[config.mk]
export PLATFORM = sky130hd
export DESIGN_NAME = player_select_input
export DESIGN_NICKNAME = d
export VERILOG_FILES = /design/src/rtl/player_select_input.sv
export SDC_FILE = /design/constraint.sdc
export NUM_CORES = 1
export LEC_CHECK = 0
export ABC_AREA = 1
export BUFFER_PORTS_ARGS = -buffer_cell sky130_fd_sc_hd__clkbuf_2
export CORE_UTILIZATION = 55
export DETAILED_ROUTE_END_ITERATION = 16
export HOLD_SLACK_MARGIN = 0.08
export PLACE_DENSITY = 0.78
export SLEW_MARGIN = 20
export SYNTH_ARGS = -nofsm -noshare
export SYNTH_HDL_FRONTEND = slang
export SYNTH_SLANG_ARGS = --single-unit
[constraint.sdc]
create_clock -name clk -period 1.46 [get_ports clk]
set_clock_uncertainty 0.2 [all_clocks]
set_input_delay 0.292 -clock clk [delete_from_list [all_inputs] [get_ports clk]]
set_output_delay 0.292 -clock clk [all_outputs]
set_load 0.005 [all_outputs]
[src/rtl/player_select_input.sv]
// player_select_input: debounced two-player door selector driving posJ1/posJ2
// Ports: clk; reset (async, active-low); btn_{prev,next}_j{1,2} raw active-high buttons;
//   freeze holds both selections; clear zeroes both selections;
//   posJ1/posJ2 current door (0 = none, 1..NUM_POS); move_j1/move_j2 one-cycle step pulses.
module player_select_input #(
  parameter int DEBOUNCE_CYCLES = 500000,
  parameter int NUM_POS = 6
) (
  input  logic       clk,
  input  logic       reset,
  input  logic       btn_prev_j1,
  input  logic       btn_next_j1,
  input  logic       btn_prev_j2,
  input  logic       btn_next_j2,
  input  logic       freeze,
  input  logic       clear,
  output logic [3:0] posJ1,
  output logic [3:0] posJ2,
  output logic       move_j1,
  output logic       move_j2
);
  localparam int CW = $clog2(DEBOUNCE_CYCLES + 1);
  // The flip happens on the DEBOUNCE_CYCLES-th mismatching sample, i.e. when the count already holds one less.
  localparam logic [CW-1:0] LAST = CW'(DEBOUNCE_CYCLES - 1);
  localparam logic [3:0] TOP = 4'(NUM_POS);
  logic [3:0] raw, s1, s2, stab, stab_d, press;
  logic [1:0][3:0] pos;
  logic [1:0] move;
  assign raw = {btn_next_j2, btn_prev_j2, btn_next_j1, btn_prev_j1};
  assign press = stab & ~stab_d;
  always_ff @(posedge clk or negedge reset)
    if (!reset) begin
      s1 <= '0;
      s2 <= '0;
      stab_d <= '0;
    end else begin
      s1 <= raw;
      s2 <= s1;
      stab_d <= stab;
    end
  for (genvar i = 0; i < 4; i++) begin : g_db
    logic [CW-1:0] cnt;
    logic st;
    always_ff @(posedge clk or negedge reset)
      if (!reset) begin
        cnt <= '0;
        st <= 1'b0;
      end else if (s2[i] == st) cnt <= '0;
      else if (cnt == LAST) begin
        cnt <= '0;
        st <= s2[i];
      end else cnt <= cnt + 1'b1;
    assign stab[i] = st;
  end
  for (genvar p = 0; p < 2; p++) begin : g_pl
    logic prv, nxt, step, mv;
    logic [3:0] r, nv;
    assign prv = press[2*p];
    assign nxt = press[2*p+1];
    // Strobes arriving under clear/freeze or together are dropped, not queued.
    assign step = ~clear & ~freeze & (prv ^ nxt);
    assign nv = nxt ? ((r == 4'd0 || r == TOP) ? 4'd1 : r + 4'd1)
                    : ((r <= 4'd1) ? TOP : r - 4'd1);
    always_ff @(posedge clk or negedge reset)
      if (!reset) begin
        r <= '0;
        mv <= 1'b0;
      end else begin
        r <= clear ? 4'd0 : step ? nv : r;
        mv <= step;
      end
    assign pos[p] = r;
    assign move[p] = mv;
  end
  assign posJ1 = pos[0];
  assign posJ2 = pos[1];
  assign move_j1 = move[0];
  assign move_j2 = move[1];
endmodule

==> summary.md <==
| Metric | Value |
|---|---|
| DR pass1 iterations | 7 |
| Initial antenna violation count | 0 |
| Starting density of the core | 56.3% |
| Top Ports | 18 |
| GRT Residual Overflow | 0 |
| Synth cell types | 36 |
| PwrDens | 654 nW/µm² |
| Final ANT Viol Nets | 0 |
| Post-synth top flop | dfrtp_1 |
| Via-to-Cell Ratio | 5.53 |
| Max-Cap Viols | 0 |
| Share of cells above drive strength 1 | 37.5% |
| Clock Tree Buf Depth | 2 |
| Most Frequent Cell on Critical Path | nor2_4 |
| TritonCTS clock tree | built |
| Netlist Area Pre-Place | 5790 µm² |
| DRC | 0 |
| H-tree Lvls | 3 |
| Filler Cell Count | 613 |
| Synth area leaders | dfrtp_1 44%, nand2_1 12%, nor2_1 11%, inv_1 5.8%, nand3_1 4.2% |
| Crit Path Max Fanout | 5 |
| Post-Syn Nets | 793 |
| Die extent in x | 105 µm |
| EDFF count, synth | 0 |
| Layout Cell Area excl Fill | 7980 µm² |
| Global placement routability congestion | 0.937 |
| Unrepaired setup endpoints after global routing | yes |
| Fin. max-slew vios | 0 |
| CP startpoint kind | flop |
| Clock sink total | 102 |
| Vias in the first global route | 5496 |
| Critical path capture point type | flop |
| WS Path Type | reg -> reg |
| Max Freq | 602 MHz |
| Reg2reg start | g_db[2].cnt[0]$_DFF_PN0_ |
| Diodes inserted | 0 |
| Total CTS buffers | 9 |
| Nets | 940 |
| Layout area overhead | 37.9% |
| R2r endpoint | g_db[2].cnt[13]$_DFF_PN0_ |
| Slew HR | 72.5% |
| Buffers on Ports | 17 |
| Reg2Reg Setup Slack | -200 ps |
| Maximum number of pins on one net before global-route repair | 77 |
| Rows | 37 |
| Worst skew pair latency | 380 ps |
| LEAKAGE | 3.55 nW |
| First-pass GRT wire length | 24.1 mm |
| Die area | 10900 µm² |
| Final setup viols | 74 |
| Setup crit start | g_db[2].cnt[0]$_DFF_PN0_ |
| Tot GR Track Use | 27.2% |
| Iter 0 DRT Violations | 474 |
| WP buf/inv | 0 |
| Post-Synthesis Cells | 771 |
| Mean Syn Cell Area | 7.51 µm² |
| Async SR Flop Fraction | 100% |
| Slew at the pin closest to its max-slew limit | 413 ps |
| Most numerous cell in the Yosys netlist | nand2_1 |
| Worst hold path class | in -> reg |
| Outcome | finished, violations left |
| Worst stage delay on the critical path | 380 ps |
| Critical path arrival | 1730 ps |
| Post-synth top cells | 183 x nand2_1, 174 x nor2_1, 102 x dfrtp_1 |
| Syn. warnings | 0 |
| Worst EP required | 1530 ps |
| DR WL/cell | 15.4 µm |
| Total Power | 5.22 mW |
| Final Critical Period | 1660 ps |
| CP top delay family | simple AND/OR/NAND/NOR gates |
| WL final | 16.3 mm |
| Total core area | 10300 µm² |
| Chip height | 105 µm |
| Critical path cell sequence | ha_2, nand2_2, nor2_4, nand3_4, nor2_4, nor2_4, nand2_1, nor2_1 |
| Via Count | 5856 |
| Proportion of synthesized chip area in sequential cells | 44.1% |
| Fin crit share | 114% |
| CP max-delay cell | dfrtp_1 |
| Critical Path End | g_db[2].cnt[13]$_DFF_PN0_ |
| Synth area leader | dfrtp_1 |
| Final Hold Fails | 0 |
| Yosys top cell area share | 44.1% |
| Root buf cell | clkbuf_8 |
| Sequential cell area | 2580 µm² |
| Clk pin slew, worst setup/hold paths | 100 ps |
| Failing checks | negative setup slack |
| Worst path depth | 8 |
| Fin Hold WS | 96.4 ps |
| Post-layout util | 77.6% |
| Flops & latches, synth | 102 |
| Multi-input combinational cell area | 3540 µm² |
| HPWL after detailed placement | 9.41 mm |
| Final WS setup | -201 ps |
| R2R depth | 8 |
| Post-DP Area | 6610 µm² |
| Maximum VDD drop | 0.000995 V |
[state kept, by name (all words and copies together), names as in the netlist]
register	flops
stab_d	4
move_j2	1
s1	4
g_db.st	4
s2	4
g_db.cnt	76
posJ2	4
move_j1	1
posJ1	4
[report_power, final]
group / total, mW / internal (mW) / switching (mW)
clock: 1.99 / 0.970 / 1.02
sequential: 2.90 / 2.86 / 0.0421
combinational: 0.325 / 0.141 / 0.183
[how the worst min path moves through the flow]
stage	from	end	slack [ps]	depth (start not counted)
CTS	freeze	move_j1$_DFF_PN0_	40	4
detailed placement	s1[1]$_DFF_PN0_	s2[1]$_DFF_PN0_	130	0
floorplan	reset	g_db[0].cnt[0]$_DFF_PN0_	-200	0
global placement	s1[1]$_DFF_PN0_	s2[1]$_DFF_PN0_	130	0
global route	freeze	move_j1$_DFF_PN0_	100	4
finish	freeze	move_j1$_DFF_PN0_	100	4
[worst register-to-register path: cells and delay by family (launching register included)]
family / cells / cell delay, ps
flops: 1 / 380
simple gates: 7 / 750
fa+ha+maj: 1 / 210
[what timing repair did]
item / 4_1_cts / 5_1_grt
setup buffers: 25 / 22
gates cloned: 0 / 0
resized for setup: 88 / 121
setup endpoints to repair: 79 / 91
pin swaps: 57 / 57
hold buffers: 6 / 0
endpoints found under the hold margin: 110 / 0
[logic make-up (layout without fill, tap and decap cells)]
group / after synthesis / count (layout) / synth area share, %
simple gates: 481 / 481 / 36.5
flops: 102 / 102 / 44.1
buf+inv: 100 / 252 / 6.61
compound gates: 37 / 37 / 3.93
xor+xnor: 37 / 37 / 5.86
fa+ha+maj: 14 / 14 / 3.03
[layout make-up]
type,instances,share of cell area [%]
sequential,102,32.3
clock inverter,5,1.05
inverter,97,4.75
timing repair buffer,139,13.7
multi-input combinational,569,44.4
tap,136,2.13
clock buffer,11,1.65
[cells in the final DEF (no fill, tap or decap), types with 3 or more instances in the layout]
cell type	count
dfrtp_2	19
xnor2_2	5
clkbuf_8	9
xnor2_1	6
nor3_1	7
nand2_2	28
ha_1	3
nor2_4	27
nand3_4	7
inv_1	76
nand3_1	36
nor2_2	38
o21ai_0	4
dfrtp_1	83
o21ai_2	7
nand3_2	10
nand2_4	8
a21oi_1	4
nor3_2	5
xor2_1	23
ha_4	8
o211ai_1	3
inv_2	16
buf_6	14
dlygate4sd3_1	6
nor3b_1	3
buf_4	101
nor2_1	135
inv_4	4
nand4_1	14
ha_2	3
o21ai_1	5
nand2_1	158
clkbuf_2	16
[per-layer routing]
metal / routed length [µm] / part of all wire (%) / vias up / global-route usage (%)
li1: - / - / 2684 / -
met1: 6120 / 37 / 2788 / 32.7
met2: 8360 / 51 / 311 / 47.5
met3: 1190 / 7.3 / 73 / 6.36
met4: 641 / 3.9 / 0 / 10.3
met5: 0 / 0 / - / 0
[stage by stage]
step | setup WS (ps) | instances | TNS [ps]
after floorplan | -52.7 | 771 | -383
after global placement | -122 | 992 | -2130
after detailed placement | -148 | 992 | -5340
after CTS | -122 | 1038 | -4200
after global routing | -274 | 1059 | -14290
final | -201 | 1059 | -8190
No activity file was read; power rests on OpenSTA's default activity.
